--- src/rtl/div_issue_ctrl_q4_4_if.sv ---
// Handshake bundle for div_issue_ctrl_q4_4: upstream operand stream, downstream
// result stream, divider start/valid port and status outputs.
interface div_issue_ctrl_q4_4_if;
  // Upstream operand stream
  logic       in_valid;
  logic       in_ready;
  logic [7:0] in_num;
  logic [7:0] in_den;
  // Downstream result stream
  logic       out_valid;
  logic       out_ready;
  logic [7:0] out_quot;
  logic       out_err;
  logic       out_timeout;
  // Divider port
  logic       div_start;
  logic [7:0] div_numerator;
  logic [7:0] div_denominator;
  logic [7:0] div_quotient;
  logic       div_valid;
  logic       div_error;
  // Status
  logic       busy;
  logic [7:0] done_count;
  logic [7:0] err_count;

  // Environment side: producer, consumer and divider
  modport master (
    output in_valid, in_num, in_den, out_ready, div_quotient, div_valid, div_error,
    input  in_ready, out_valid, out_quot, out_err, out_timeout,
           div_start, div_numerator, div_denominator, busy, done_count, err_count
  );

  // Controller side
  modport slave (
    input  in_valid, in_num, in_den, out_ready, div_quotient, div_valid, div_error,
    output in_ready, out_valid, out_quot, out_err, out_timeout,
           div_start, div_numerator, div_denominator, busy, done_count, err_count
  );
endinterface

--- src/rtl/div_issue_ctrl_q4_4.sv ---
// Request-side controller for the signed Q4.4 Goldschmidt divider: buffers operand
// pairs in a FIFO, issues one at a time, returns quotient/error/timeout downstream.
module div_issue_ctrl_q4_4 #(
  parameter int unsigned FIFO_DEPTH     = 4,
  parameter int unsigned TIMEOUT_CYCLES = 64
) (
  input logic                  clk,
  input logic                  rst_n,
  div_issue_ctrl_q4_4_if.slave bus
);

  localparam int unsigned AddrW = $clog2(FIFO_DEPTH);
  localparam int unsigned PtrW  = AddrW + 1;
  localparam int unsigned CntW  = $clog2(TIMEOUT_CYCLES);
  localparam logic [CntW-1:0] CntLast = CntW'(TIMEOUT_CYCLES - 1);

  typedef enum logic [2:0] {StIdle, StIssue, StWait, StResp, StFlush} state_e;

  state_e state_q, state_d;

  // Operand FIFO, {num, den} per entry; pointers carry an extra wrap bit
  logic [15:0]     mem_q [FIFO_DEPTH];
  logic [PtrW-1:0] wr_ptr_q, wr_ptr_d, rd_ptr_q, rd_ptr_d;
  logic            fifo_empty, fifo_full, push, pop;
  logic [15:0]     fifo_head;

  logic [CntW-1:0] cnt_q, cnt_d;
  logic            start_q, start_d;
  logic [7:0]      num_q, num_d, den_q, den_d;
  logic            out_valid_q, out_valid_d;
  logic [7:0]      quot_q, quot_d;
  logic            err_q, err_d;
  logic            tout_q, tout_d;
  logic [7:0]      done_cnt_q, done_cnt_d;
  logic [7:0]      err_cnt_q, err_cnt_d;

  assign fifo_empty = (wr_ptr_q == rd_ptr_q);
  assign fifo_full  = (wr_ptr_q[AddrW] != rd_ptr_q[AddrW]) &&
                      (wr_ptr_q[AddrW-1:0] == rd_ptr_q[AddrW-1:0]);
  assign fifo_head  = mem_q[rd_ptr_q[AddrW-1:0]];
  assign push       = bus.in_valid && !fifo_full;
  assign pop        = (state_q == StIssue);
  assign wr_ptr_d   = push ? wr_ptr_q + PtrW'(1) : wr_ptr_q;
  assign rd_ptr_d   = pop  ? rd_ptr_q + PtrW'(1) : rd_ptr_q;

  // FIFO storage; contents are don't-care while empty, so no reset
  always_ff @(posedge clk) begin
    if (push) begin
      mem_q[wr_ptr_q[AddrW-1:0]] <= {bus.in_num, bus.in_den};
    end
  end

  // State and datapath registers
  always_ff @(posedge clk or negedge rst_n) begin
    if (!rst_n) begin
      state_q     <= StIdle;
      wr_ptr_q    <= '0;
      rd_ptr_q    <= '0;
      cnt_q       <= '0;
      start_q     <= 1'b0;
      num_q       <= '0;
      den_q       <= '0;
      out_valid_q <= 1'b0;
      quot_q      <= '0;
      err_q       <= 1'b0;
      tout_q      <= 1'b0;
      done_cnt_q  <= '0;
      err_cnt_q   <= '0;
    end else begin
      state_q     <= state_d;
      wr_ptr_q    <= wr_ptr_d;
      rd_ptr_q    <= rd_ptr_d;
      cnt_q       <= cnt_d;
      start_q     <= start_d;
      num_q       <= num_d;
      den_q       <= den_d;
      out_valid_q <= out_valid_d;
      quot_q      <= quot_d;
      err_q       <= err_d;
      tout_q      <= tout_d;
      done_cnt_q  <= done_cnt_d;
      err_cnt_q   <= err_cnt_d;
    end
  end

  // Next-state logic; div_valid beats timeout expiry in the same cycle
  always_comb begin
    state_d = state_q;
    unique case (state_q)
      StIdle:  if (!fifo_empty) state_d = StIssue;
      StIssue: state_d = StWait;
      StWait:  if (bus.div_valid || cnt_q == CntLast) state_d = StResp;
      StResp:  if (bus.out_ready) state_d = tout_q ? StFlush : StIdle;
      StFlush: if (bus.div_valid || cnt_q == CntLast) state_d = StIdle;
      default: state_d = StIdle;
    endcase
  end

  // Output/datapath next values. Start and operands are registered off state_d so
  // they appear in the ISSUE cycle; the head entry seen in IDLE is the one popped.
  always_comb begin
    cnt_d       = '0;
    start_d     = (state_d == StIssue);
    num_d       = num_q;
    den_d       = den_q;
    out_valid_d = out_valid_q;
    quot_d      = quot_q;
    err_d       = err_q;
    tout_d      = tout_q;
    done_cnt_d  = done_cnt_q;
    err_cnt_d   = err_cnt_q;
    if (start_d) begin
      num_d = fifo_head[15:8];
      den_d = fifo_head[7:0];
    end
    unique case (state_q)
      StIdle, StIssue: cnt_d = '0;
      StWait: begin
        cnt_d = cnt_q + CntW'(1);
        if (bus.div_valid) begin
          out_valid_d = 1'b1;
          quot_d      = bus.div_quotient;
          err_d       = bus.div_error;
          tout_d      = 1'b0;
        end else if (cnt_q == CntLast) begin
          out_valid_d = 1'b1;
          quot_d      = 8'h00;
          err_d       = 1'b1;
          tout_d      = 1'b1;
        end
      end
      StResp: begin
        cnt_d = '0;
        if (bus.out_ready) begin
          out_valid_d = 1'b0;
          done_cnt_d  = done_cnt_q + 8'd1;
          err_cnt_d   = err_cnt_q + {7'd0, err_q};
        end
      end
      StFlush: cnt_d = cnt_q + CntW'(1);
      default: cnt_d = '0;
    endcase
  end

  assign bus.in_ready        = !fifo_full;
  assign bus.out_valid       = out_valid_q;
  assign bus.out_quot        = quot_q;
  assign bus.out_err         = err_q;
  assign bus.out_timeout     = tout_q;
  assign bus.div_start       = start_q;
  assign bus.div_numerator   = num_q;
  assign bus.div_denominator = den_q;
  assign bus.busy            = (state_q != StIdle) || !fifo_empty;
  assign bus.done_count      = done_cnt_q;
  assign bus.err_count       = err_cnt_q;

endmodule

--- src/flat_wrapper.sv ---
// flat-port wrapper written by rule: the top's interface ports become plain ports
module div_issue_ctrl_q4_4_flat 
#(
  parameter int unsigned FIFO_DEPTH     = 4,
  parameter int unsigned TIMEOUT_CYCLES = 64
)
  (clk, rst_n, bus_in_valid, bus_in_num, bus_in_den, bus_out_ready, bus_div_quotient, bus_div_valid, bus_div_error, bus_in_ready, bus_out_valid, bus_out_quot, bus_out_err, bus_out_timeout, bus_div_start, bus_div_numerator, bus_div_denominator, bus_busy, bus_done_count, bus_err_count);
  div_issue_ctrl_q4_4_if bus_i ();
  input logic clk;
  input logic rst_n;
  input wire logic [$bits(bus_i.in_valid)-1:0] bus_in_valid;
  input wire logic [$bits(bus_i.in_num)-1:0] bus_in_num;
  input wire logic [$bits(bus_i.in_den)-1:0] bus_in_den;
  input wire logic [$bits(bus_i.out_ready)-1:0] bus_out_ready;
  input wire logic [$bits(bus_i.div_quotient)-1:0] bus_div_quotient;
  input wire logic [$bits(bus_i.div_valid)-1:0] bus_div_valid;
  input wire logic [$bits(bus_i.div_error)-1:0] bus_div_error;
  output wire logic [$bits(bus_i.in_ready)-1:0] bus_in_ready;
  output wire logic [$bits(bus_i.out_valid)-1:0] bus_out_valid;
  output wire logic [$bits(bus_i.out_quot)-1:0] bus_out_quot;
  output wire logic [$bits(bus_i.out_err)-1:0] bus_out_err;
  output wire logic [$bits(bus_i.out_timeout)-1:0] bus_out_timeout;
  output wire logic [$bits(bus_i.div_start)-1:0] bus_div_start;
  output wire logic [$bits(bus_i.div_numerator)-1:0] bus_div_numerator;
  output wire logic [$bits(bus_i.div_denominator)-1:0] bus_div_denominator;
  output wire logic [$bits(bus_i.busy)-1:0] bus_busy;
  output wire logic [$bits(bus_i.done_count)-1:0] bus_done_count;
  output wire logic [$bits(bus_i.err_count)-1:0] bus_err_count;
  assign bus_i.in_valid = bus_in_valid;
  assign bus_i.in_num = bus_in_num;
  assign bus_i.in_den = bus_in_den;
  assign bus_i.out_ready = bus_out_ready;
  assign bus_i.div_quotient = bus_div_quotient;
  assign bus_i.div_valid = bus_div_valid;
  assign bus_i.div_error = bus_div_error;
  assign bus_in_ready = bus_i.in_ready;
  assign bus_out_valid = bus_i.out_valid;
  assign bus_out_quot = bus_i.out_quot;
  assign bus_out_err = bus_i.out_err;
  assign bus_out_timeout = bus_i.out_timeout;
  assign bus_div_start = bus_i.div_start;
  assign bus_div_numerator = bus_i.div_numerator;
  assign bus_div_denominator = bus_i.div_denominator;
  assign bus_busy = bus_i.busy;
  assign bus_done_count = bus_i.done_count;
  assign bus_err_count = bus_i.err_count;
  div_issue_ctrl_q4_4 #(.FIFO_DEPTH(FIFO_DEPTH), .TIMEOUT_CYCLES(TIMEOUT_CYCLES)) u_core (.clk(clk), .rst_n(rst_n), .bus(bus_i));
endmodule
--- config.mk ---
export PLATFORM = sky130hd
export DESIGN_NAME = div_issue_ctrl_q4_4_flat
export DESIGN_NICKNAME = d
export VERILOG_FILES = /design/src/rtl/div_issue_ctrl_q4_4_if.sv /design/src/rtl/div_issue_ctrl_q4_4.sv /design/src/flat_wrapper.sv
export SDC_FILE = /design/constraint.sdc
export NUM_CORES = 1
export LEC_CHECK = 0
export ABC_AREA = 1
export ABC_CLOCK_PERIOD_IN_PS = 2100
export CAP_MARGIN = 0
export CORE_ASPECT_RATIO = 2
export CORE_MARGIN = 5
export CORE_UTILIZATION = 51
export CTS_BUF_LIST = sky130_fd_sc_hd__clkbuf_8
export DETAILED_ROUTE_END_ITERATION = 8
export PLACE_DENSITY_LB_ADDON = 0.3
export SYNTH_ARGS = -nofsm -noshare
export SYNTH_HDL_FRONTEND = slang
export SYNTH_SLANG_ARGS = --single-unit
export TNS_END_PERCENT = 1
--- constraint.sdc ---
create_clock -name clk -period 2.1 [get_ports clk]
set_input_delay 0.42 -clock clk [delete_from_list [all_inputs] [get_ports clk]]
set_output_delay 0.42 -clock clk [all_outputs]
set_load 0.02 [all_outputs]
== Yosys cells after proc, flatten, opt, wreduce, memory -nomap -nowiden ==
Memories as Yosys holds them, arrays and structs flattened. A register that Yosys moved wholly into a read port is not among the register bits.
Index checks and enable logic that the tools add are counted.

* Add/sub/neg operators: 5
* Reduce and logical (&&, ||, !) cells: 15
* Multiplexer cells: 17
* Equal/unequal tests: 11

{| class="wikitable"
|+ Operator list
! kind !! count
|-
| $mux 8 || 2
|-
| $mux 3 || 5
|-
| $pmux 3 s5 || 1
|-
| $add 8x1->8 || 1
|-
| $add 8x1->8 const B || 1
|-
| $mux 1 || 7
|-
| $add 3x1->3 const B || 2
|-
| $add 6x1->6 const B || 1
|-
| $eq 3x1->1 const B || 2
|-
| $eq 3x2->1 const B || 2
|-
| $eq 6x6->1 const B || 1
|-
| $mux 6 || 1
|-
| $reduce_and 2->1 || 2
|-
| $reduce_bool 2->1 || 2
|-
| $eq 3x3->1 || 1
|-
| $eq 3x3->1 const B || 1
|-
| $logic_not 1->1 || 3
|-
| $logic_not 3->1 || 1
|-
| $ne 3x2->1 const B || 1
|-
| $reduce_and 3->1 || 1
|-
| $reduce_bool 3->1 || 1
|-
| $eq 2x2->1 || 1
|-
| $logic_and 1x1->1 || 2
|-
| $logic_or 1x1->1 || 2
|-
| 4 further kinds || 4
|}

* Output and inout bits: 46
* Memories: 1
* Input bits: 30
* Bits in writable memories: 64
* Bits in registers: 43

{| class="wikitable"
|+ Memory list
! memory !! words !! bits a word !! read ports !! clocked after memory_dff !! wr ports !! RTL line !! RTL
|-
| u_core.mem_q || 4 || 16 || 1 || 1 || 1 || div_issue_ctrl_q4_4.sv:22 || <nowiki>logic [15:0] mem_q [FIFO_DEPTH];</nowiki>
|}

== Logic depth before layout (Yosys ltp) ==
Gate-level depths: netlist of run 1.

* Depth in word-level cells: 6
* Depth in mapped cells: 9
* Gate-level depth less buffers: 8

== Least setup slack after synthesis of run 1 ==
No wires, ideal clock.

* Path type: reg2reg
* Start: register u_core.rd_ptr_q[0]
* End: memory u_core.mem_q[0][0], enable pin
* Cell stages (with the launch flop): 6
* Buffers on the path: 1
* Clock period less this slack: 2.110 ns
* Data required time: 1.711 ns
* Path slack: -0.010 ns
* Data arrival time: 1.722 ns
* Cell sequence: dfrtp_1 -> buf_4 -> xnor2_4 -> nand3_2 -> nand2_1 -> nor2_1

* Longest elaborated chain between the ends: 6

{| class="wikitable"
|+ RTL lines
! what !! RTL line !! RTL
|-
| start: declaration || div_issue_ctrl_q4_4.sv:23 || <nowiki>logic [PtrW-1:0] wr_ptr_q, wr_ptr_d, rd_ptr_q, rd_ptr_d;</nowiki>
|-
| start signal: assignment || div_issue_ctrl_q4_4.sv:72 || <nowiki>rd_ptr_q <= rd_ptr_d;</nowiki>
|-
| $eq 2x2->1 || div_issue_ctrl_q4_4.sv:39 || <nowiki>(wr_ptr_q[AddrW-1:0] == rd_ptr_q[AddrW-1:0]);</nowiki>
|-
| $logic_and 1x1->1 || div_issue_ctrl_q4_4.sv:38 || <nowiki>assign fifo_full = (wr_ptr_q[AddrW] != rd_ptr_q[AddrW]) &&</nowiki>
|-
| $logic_not 1->1 || n/a ||
|-
| named net bus_in_ready || flat_wrapper.sv:18 || <nowiki>output wire logic [$bits(bus_i.in_ready)-1:0] bus_in_ready;</nowiki>
|-
| $logic_and 1x1->1 || div_issue_ctrl_q4_4.sv:41 || <nowiki>assign push = bus.in_valid && !fifo_full;</nowiki>
|-
| $mux 1 || div_issue_ctrl_q4_4.sv:48 || <nowiki>if (push) begin</nowiki>
|-
| $mux 1 (not written as such) || div_issue_ctrl_q4_4.sv:49 || <nowiki>mem_q[wr_ptr_q[AddrW-1:0]] <= {bus.in_num, bus.in_den};</nowiki>
|-
| end: declaration || div_issue_ctrl_q4_4.sv:22 ||
|}

The timed path passes the listed nets, and every way through them passes these cells.

== Worst setup path in the final report of run 1 ==
* Start: register u_core.err_cnt_q[5] (netlist: u_core.bus.err_count[5])
* End: output port bus_err_count[5]

{| class="wikitable"
|+ RTL lines
! what !! RTL line !! RTL
|-
| start: declaration || div_issue_ctrl_q4_4.sv:35 || <nowiki>logic [7:0] err_cnt_q, err_cnt_d;</nowiki>
|-
| start signal: assignment || div_issue_ctrl_q4_4.sv:82 || <nowiki>err_cnt_q <= err_cnt_d;</nowiki>
|-
| end: declaration || flat_wrapper.sv:28 || <nowiki>output wire logic [$bits(bus_i.err_count)-1:0] bus_err_count;</nowiki>
|}

No word-level cell between the ends.

==> results of run 1 <==
==> cell usage in the layout, fill, tap and decap left out, drive strengths merged <==
master,synthesis,layout
clkdlybuf4s50,0,72
nand3,73,73
dlygate4sd3,0,1
bufinv,0,5
inv,98,101
clkbuf,5,19
a21oi,6,6
xnor2,7,7
nand3b,2,2
o21ai,6,6
nand2,205,205
nand4,5,5
xor2,5,5
nor2,22,22
nor3,1,1
dfrtp,59,59
buf,11,16
clkinvlp,0,2
edfxtp,64,64
ha,9,9
clkinv,0,5
==> final cells by class <==
type                    count  area (um^2)
well taps                 137          171
clock inverters            15          208
fillers                   807         3620
inverters                  98          370
clock buffers              17          234
flip-flops and latches    123         3400
multi-input cells         341         1620
repair buffers             91          921
==> metal layers <==
metal  wire length (um)  vias to the layer above
met2               6730                      109
met5                  0                        -
met3                501                       19
met1               4110                     1976
li1                   -                     2002
met4                235                        0
==> cell families after synthesis <==
group,after synthesis,synth area share
DFF,123,0.620
and+or+nand+nor,308,0.241
adders and majority gates,9,0.0205
xor gates and xnor gates,12,0.0226
buffers and inverters,114,0.0858
AOI/OAI and AO/OA,12,0.0109
==> sequential cells by signal, summed over array words and instances, names as in the netlist, 3 cells and up <==
name	cells
u_core.mem_q	64
u_core.bus.div_denominator	8
u_core.bus.div_numerator	8
u_core.bus.done_count	8
u_core.bus.err_count	8
u_core.bus.out_quot	8
u_core.cnt_q	6
u_core.rd_ptr_q	3
u_core.state_q	3
u_core.wr_ptr_q	3
==> report_power, final <==
part	switching (mW)	internal, mW	total [mW]
Clock	0.893	1.39	2.29
Sequential	0.416	3.26	3.67
Combinational	2.36	1.52	3.88
Total	3.67	6.17	9.84
==> final timing paths <==
kind	start	endpoint	slack [ns]	cells past startpoint
worst max register to register	u_core.wr_ptr_q[1]	u_core.mem_q[0][13]	0.36	7
min in group clk	u_core.cnt_q[0]	u_core.cnt_q[0]	0.46	1
worst min-delay path	rst_n	u_core.bus.div_numerator[1]	0.45	2
worst max-delay path	u_core.bus.err_count[5]	bus_err_count[5]	0.16	1
worst min register to register	u_core.cnt_q[0]	u_core.cnt_q[0]	0.46	1
max in group asynchronous	rst_n	u_core.bus.div_numerator[5]	1.07	3
==> repair_timing <==
item | CTS | global route
resized for setup | 4 | 3
pin swaps | 0 | 0
hold buffers | 1 | 0
hold endpoints to repair | 16 | 0
setup endpoints to repair | 2 | 2
==> per-stage QoR <==
stage / setup WS, ns / util / setup TNS [ns] / power [mW] / std cells
final: 0.157 / 0.656 / 0 / 9.84 / 822
after floorplan: -0.0103 / - / -0.655 / 6.11 / 578
after global routing: 0.0718 / 0.656 / 0 / 10.5 / 822
after detailed placement: 0.204 / 0.614 / 0 / 7.64 / 789
after global placement: 0.262 / 0.614 / 0 / 7.50 / 789
after CTS: 0.0155 / 0.657 / 0 / 9.96 / 822
==> metrics.txt, run 1 <==
status complete, no violations; Design Area, Final 6920 um^2; Worst EP arrival 1.52 ns; synthesized net count 617; Peak VDD IR 0.000750 V; max incr delay on CP 0.65 ns; biggest area consumer among synthesized cells edfxtp_1; fin nets 711; Slowest-stage cell, CP clkdlybuf4s50_1; leakage 3.29 nW; CTS tree done; most frequent cell after synthesis nand2_1; Seq cells post-synth 123; clock sink count 123; total placed instance area 6480 um^2; top cells by area, synth edfxtp_1 35%, dfrtp_1 27%, nand2_1 14%, inv_1 6.6%, nand3_1 6.4%; Mapped Area 5490 um^2; worst setup path class flop to output port; num rows 53; Avg Cell Area, Syn 9.49 um^2; Tmin final 1.94 ns; Longest Clk Path Bufs 2; Hold Vio Cnt, Final 0; Starting Density 0.520; crit path max fanout 6; Diodes inserted 0; max cap viols 0; number of global-route vias before repair 4,185; post-route antenna net violation count 0; Pre-antenna DRT Iters 4; vias post-DR 4,106; DRT iter0 DRCs 191; GP Congestion 0.823; post-synthesis async set-or-reset flop share 0.480; Congestion Overflow GR 0; total CTS buffers 17; initial antenna violation count 0; crit path capture type output port; CP cell instances clkdlybuf4s50_1; GR Util All Layers 0.191; Synth warnings 0; Post-synth EDFFs 64; Routed WL per cell 14.1 um; Core ar. 10,500 um^2; IO Port Bufs 75; fmax 0.515 GHz; top cell type's share of synthesized area 0.350; I/O pin count 76; Pwr per Cell Area 1420 nW/um^2; final hold slack 0.455 ns; WP buf/inv 1; Worst Hold Class input pin to asynchronous set/reset pin; Synth Flop Type edfxtp_1; Post-CTS Setup Bufs 0; GRT met2 Usage 0.369; Post-Route WL 11,600 um; top cells by count, synth 203 x nand2_1, 96 x inv_1, 70 x nand3_1; Yosys cell types 26; Startpoint Class flop; Final Skew 0.0128 ns; fin. max-slew vios 0; Final Setup Violations 0; worst skew pair latency 0.43 ns; synthesized instance count 578; CP top delay family buffers and inverters; Max-slew headroom 0.663; first-pass GRT wire length 19,600 um; Reg clk slew, reported paths 0.08 ns; DR vias/cell 5.00; GRT met3 Usage 0.0474; RSZ-0062 raised after global routing false; HPWL Detailed 8320 um; largest net degree at the start of global routing 44; grt peak-use layer met2; sequential area share after synthesis 0.620; Area Overhead vs Synth 26.2%; Final Cycle Share 0.925; Req. time, crit path 1.68 ns; worst slew pin tran 0.505 ns; routing usage on met1 0.186; die height 157 um; Die X 83.3 um; share of layout cells above drive strength 1 0.0832; DRC viols 0; die area 13,100 um^2; clock root buffer clkbuf_8; htree depth 4
Power figures use the tool's default switching activity.
==> inputs of run 2 (changes only) <==
Settings changed: CTS_BUF_LIST sky130_fd_sc_hd__clkbuf_8 to sky130_fd_sc_hd__clkbuf_4.
==> run 2 against run 1 <==
Against the previous run:
- fmax is 3.6% lower
- sequential share of layout area up 0.53 points
- die area did not move
- register-to-register slack gained 0.03 ns
- sequential cell count stayed put
- critical endpoint is now bus_done_count[2]
==> metrics.txt, run 2 (synthesis results as in run 1) <==
GP Congestion 0.823; fin. max-slew vios 0; pre-CTS setup slack 0.204 ns; final hold slack 0.347 ns; Final Setup Violations 0; post-route antenna net violation count 0; Core ar. 10,500 um^2; Final Skew 0.0213 ns; sw power 3.61 mW; grt peak-use layer met2; DRT iter0 DRCs 190; Req. time, crit path 1.68 ns; max cap viols 0; fin nets 713; max incr delay on CP 0.63 ns; power share of the clock group 0.204; DRC viols 0; Pre-antenna DRT Iters 5; number of global-route vias before repair 4,135; largest net degree at the start of global routing 44; crit path max fanout 4; Tmin final 2.02 ns; RSZ-0062 raised after global routing true; vias post-DR 4,081; I/O pin count 76; clock sink count 123; Longest Clk Path Bufs 2; share of layout cells above drive strength 1 0.0917; Startpoint Class flop; worst setup path class flop to output port; clock root buffer clkbuf_4; max reg flops 64; status complete, no violations; worst slew pin tran 0.500 ns; Slowest-stage cell, CP clkdlybuf4s50_1; first-pass GRT wire length 19,400 um; Area Overhead vs Synth 24.9%; setup TNS 0 ns; Final Cycle Share 0.960; die area 13,100 um^2; switching portion of total power 0.380; Reg clk slew, reported paths 0.11 ns; commonest non-fill, non-tap cell in the layout nand2_1; Max-slew headroom 0.666; Comb pwr share 0.410; Starting Density 0.520; Hold Vio Cnt, Final 0; CP top delay family buffers and inverters; GR Util All Layers 0.190; Worst Hold Class input pin to asynchronous set/reset pin; fmax 0.496 GHz; initial antenna violation count 1; fillcell total 823; final worst setup slack 0.0841 ns; GRT met3 Usage 0.0464; Routed WL per cell 14.0 um; DR vias/cell 4.95; IO Port Bufs 75; GRT met2 Usage 0.359; total CTS buffers 17; most frequent cells in the layout 203 x nand2_1, 96 x inv_1, 70 x nand3_1; Die X 83.3 um; num rows 53; Internal 5.89 mW; routing usage on met1 0.186; leakage 3.31 nW; Congestion Overflow GR 0; Post-Route WL 11,600 um; htree depth 4; Peak VDD IR 0.000666 V; sequential share of power 0.386; crit path capture type output port; WP buf/inv 1; Worst EP arrival 1.60 ns; HPWL Detailed 8320 um; CTS tree done; CP cell instances clkdlybuf4s50_1; die height 157 um; worst skew pair latency 0.53 ns; Pwr per Cell Area 1390 nW/um^2
[run 2: changes by cell type in the layout (fill, tap and decap cells not counted), moves of 3 or more]
cell             previous run  this run
clkbuf_8                   17         0
dlymetal6s2s_1              0         3
clkbuf_4                    0        20
clkdlybuf4s50_1            72        67
inv_1                      99        96
[run 2: worst paths after layout]
| kind | startpoint | end | slack, ns | cells after the start |
|---|---|---|---|---|
| max | u_core.bus.done_count[2] | bus_done_count[2] | 0.08 | 1 |
| min | rst_n | u_core.bus.div_numerator[1] | 0.35 | 2 |
| max reg2reg | u_core.wr_ptr_q[0] | u_core.mem_q[0][15] | 0.39 | 5 |
| min reg2reg | u_core.cnt_q[0] | u_core.cnt_q[0] | 0.46 | 1 |
| max in group asynchronous | rst_n | u_core.bus.div_numerator[5] | 1.17 | 3 |
| min in group clk | bus_div_quotient[6] | u_core.bus.out_quot[6] | 0.43 | 3 |
[run 2: final cells by class]
cell class | count | area (um^2) | share of cell area
Clock inverter | 12 | 196 | 0.0287
Multi-Input combinational cell | 341 | 1620 | 0.236
Sequential cell | 123 | 3400 | 0.497
Antenna cell | 1 | 2.50 | 0.000365
Inverter | 98 | 370 | 0.0541
Tap cell | 137 | 171 | 0.0250
Clock buffer | 20 | 150 | 0.0219
Timing Repair Buffer | 93 | 941 | 0.137
[run 2: routing by layer]
metal | wire length [um] | vias up
met5 | 0 | -
met4 | 292 | 0
met3 | 496 | 20
met2 | 6730 | 109
met1 | 4050 | 1945
li1 | - | 2007
[run 2: power groups by stage]
stage | clock network [mW] | logic [mW] | registers [mW]
6_report | 1.94 | 3.90 | 3.66
5_1_grt | 2.11 | 4.35 | 3.74
4_1_cts | 2.00 | 3.93 | 3.67
3_5_place_dp | 0 | 3.92 | 3.72
3_3_place_gp | 0 | 3.82 | 3.68
2_1_floorplan | 0 | 2.09 | 4.01
[run 2: repair_timing]
action / in CTS / in global routing
hold endpoints to repair: 16 / 0
gates resized for setup: 11 / 4
setup endpoints to repair: 4 / 5
setup buffers: 0 / 2
hold buffers: 1 / 0
[run 2: through the flow]
stage | cells | power (mW) | util | cell area [um^2]
final | 825 | 9.50 | 0.650 | 6850
after global routing | 825 | 10.2 | 0.650 | 6850
after CTS | 822 | 9.60 | 0.647 | 6820
after detailed placement | 789 | 7.64 | 0.614 | 6480
after global placement | 789 | 7.50 | 0.614 | 6480
after floorplan | 578 | 6.11 | - | 5490
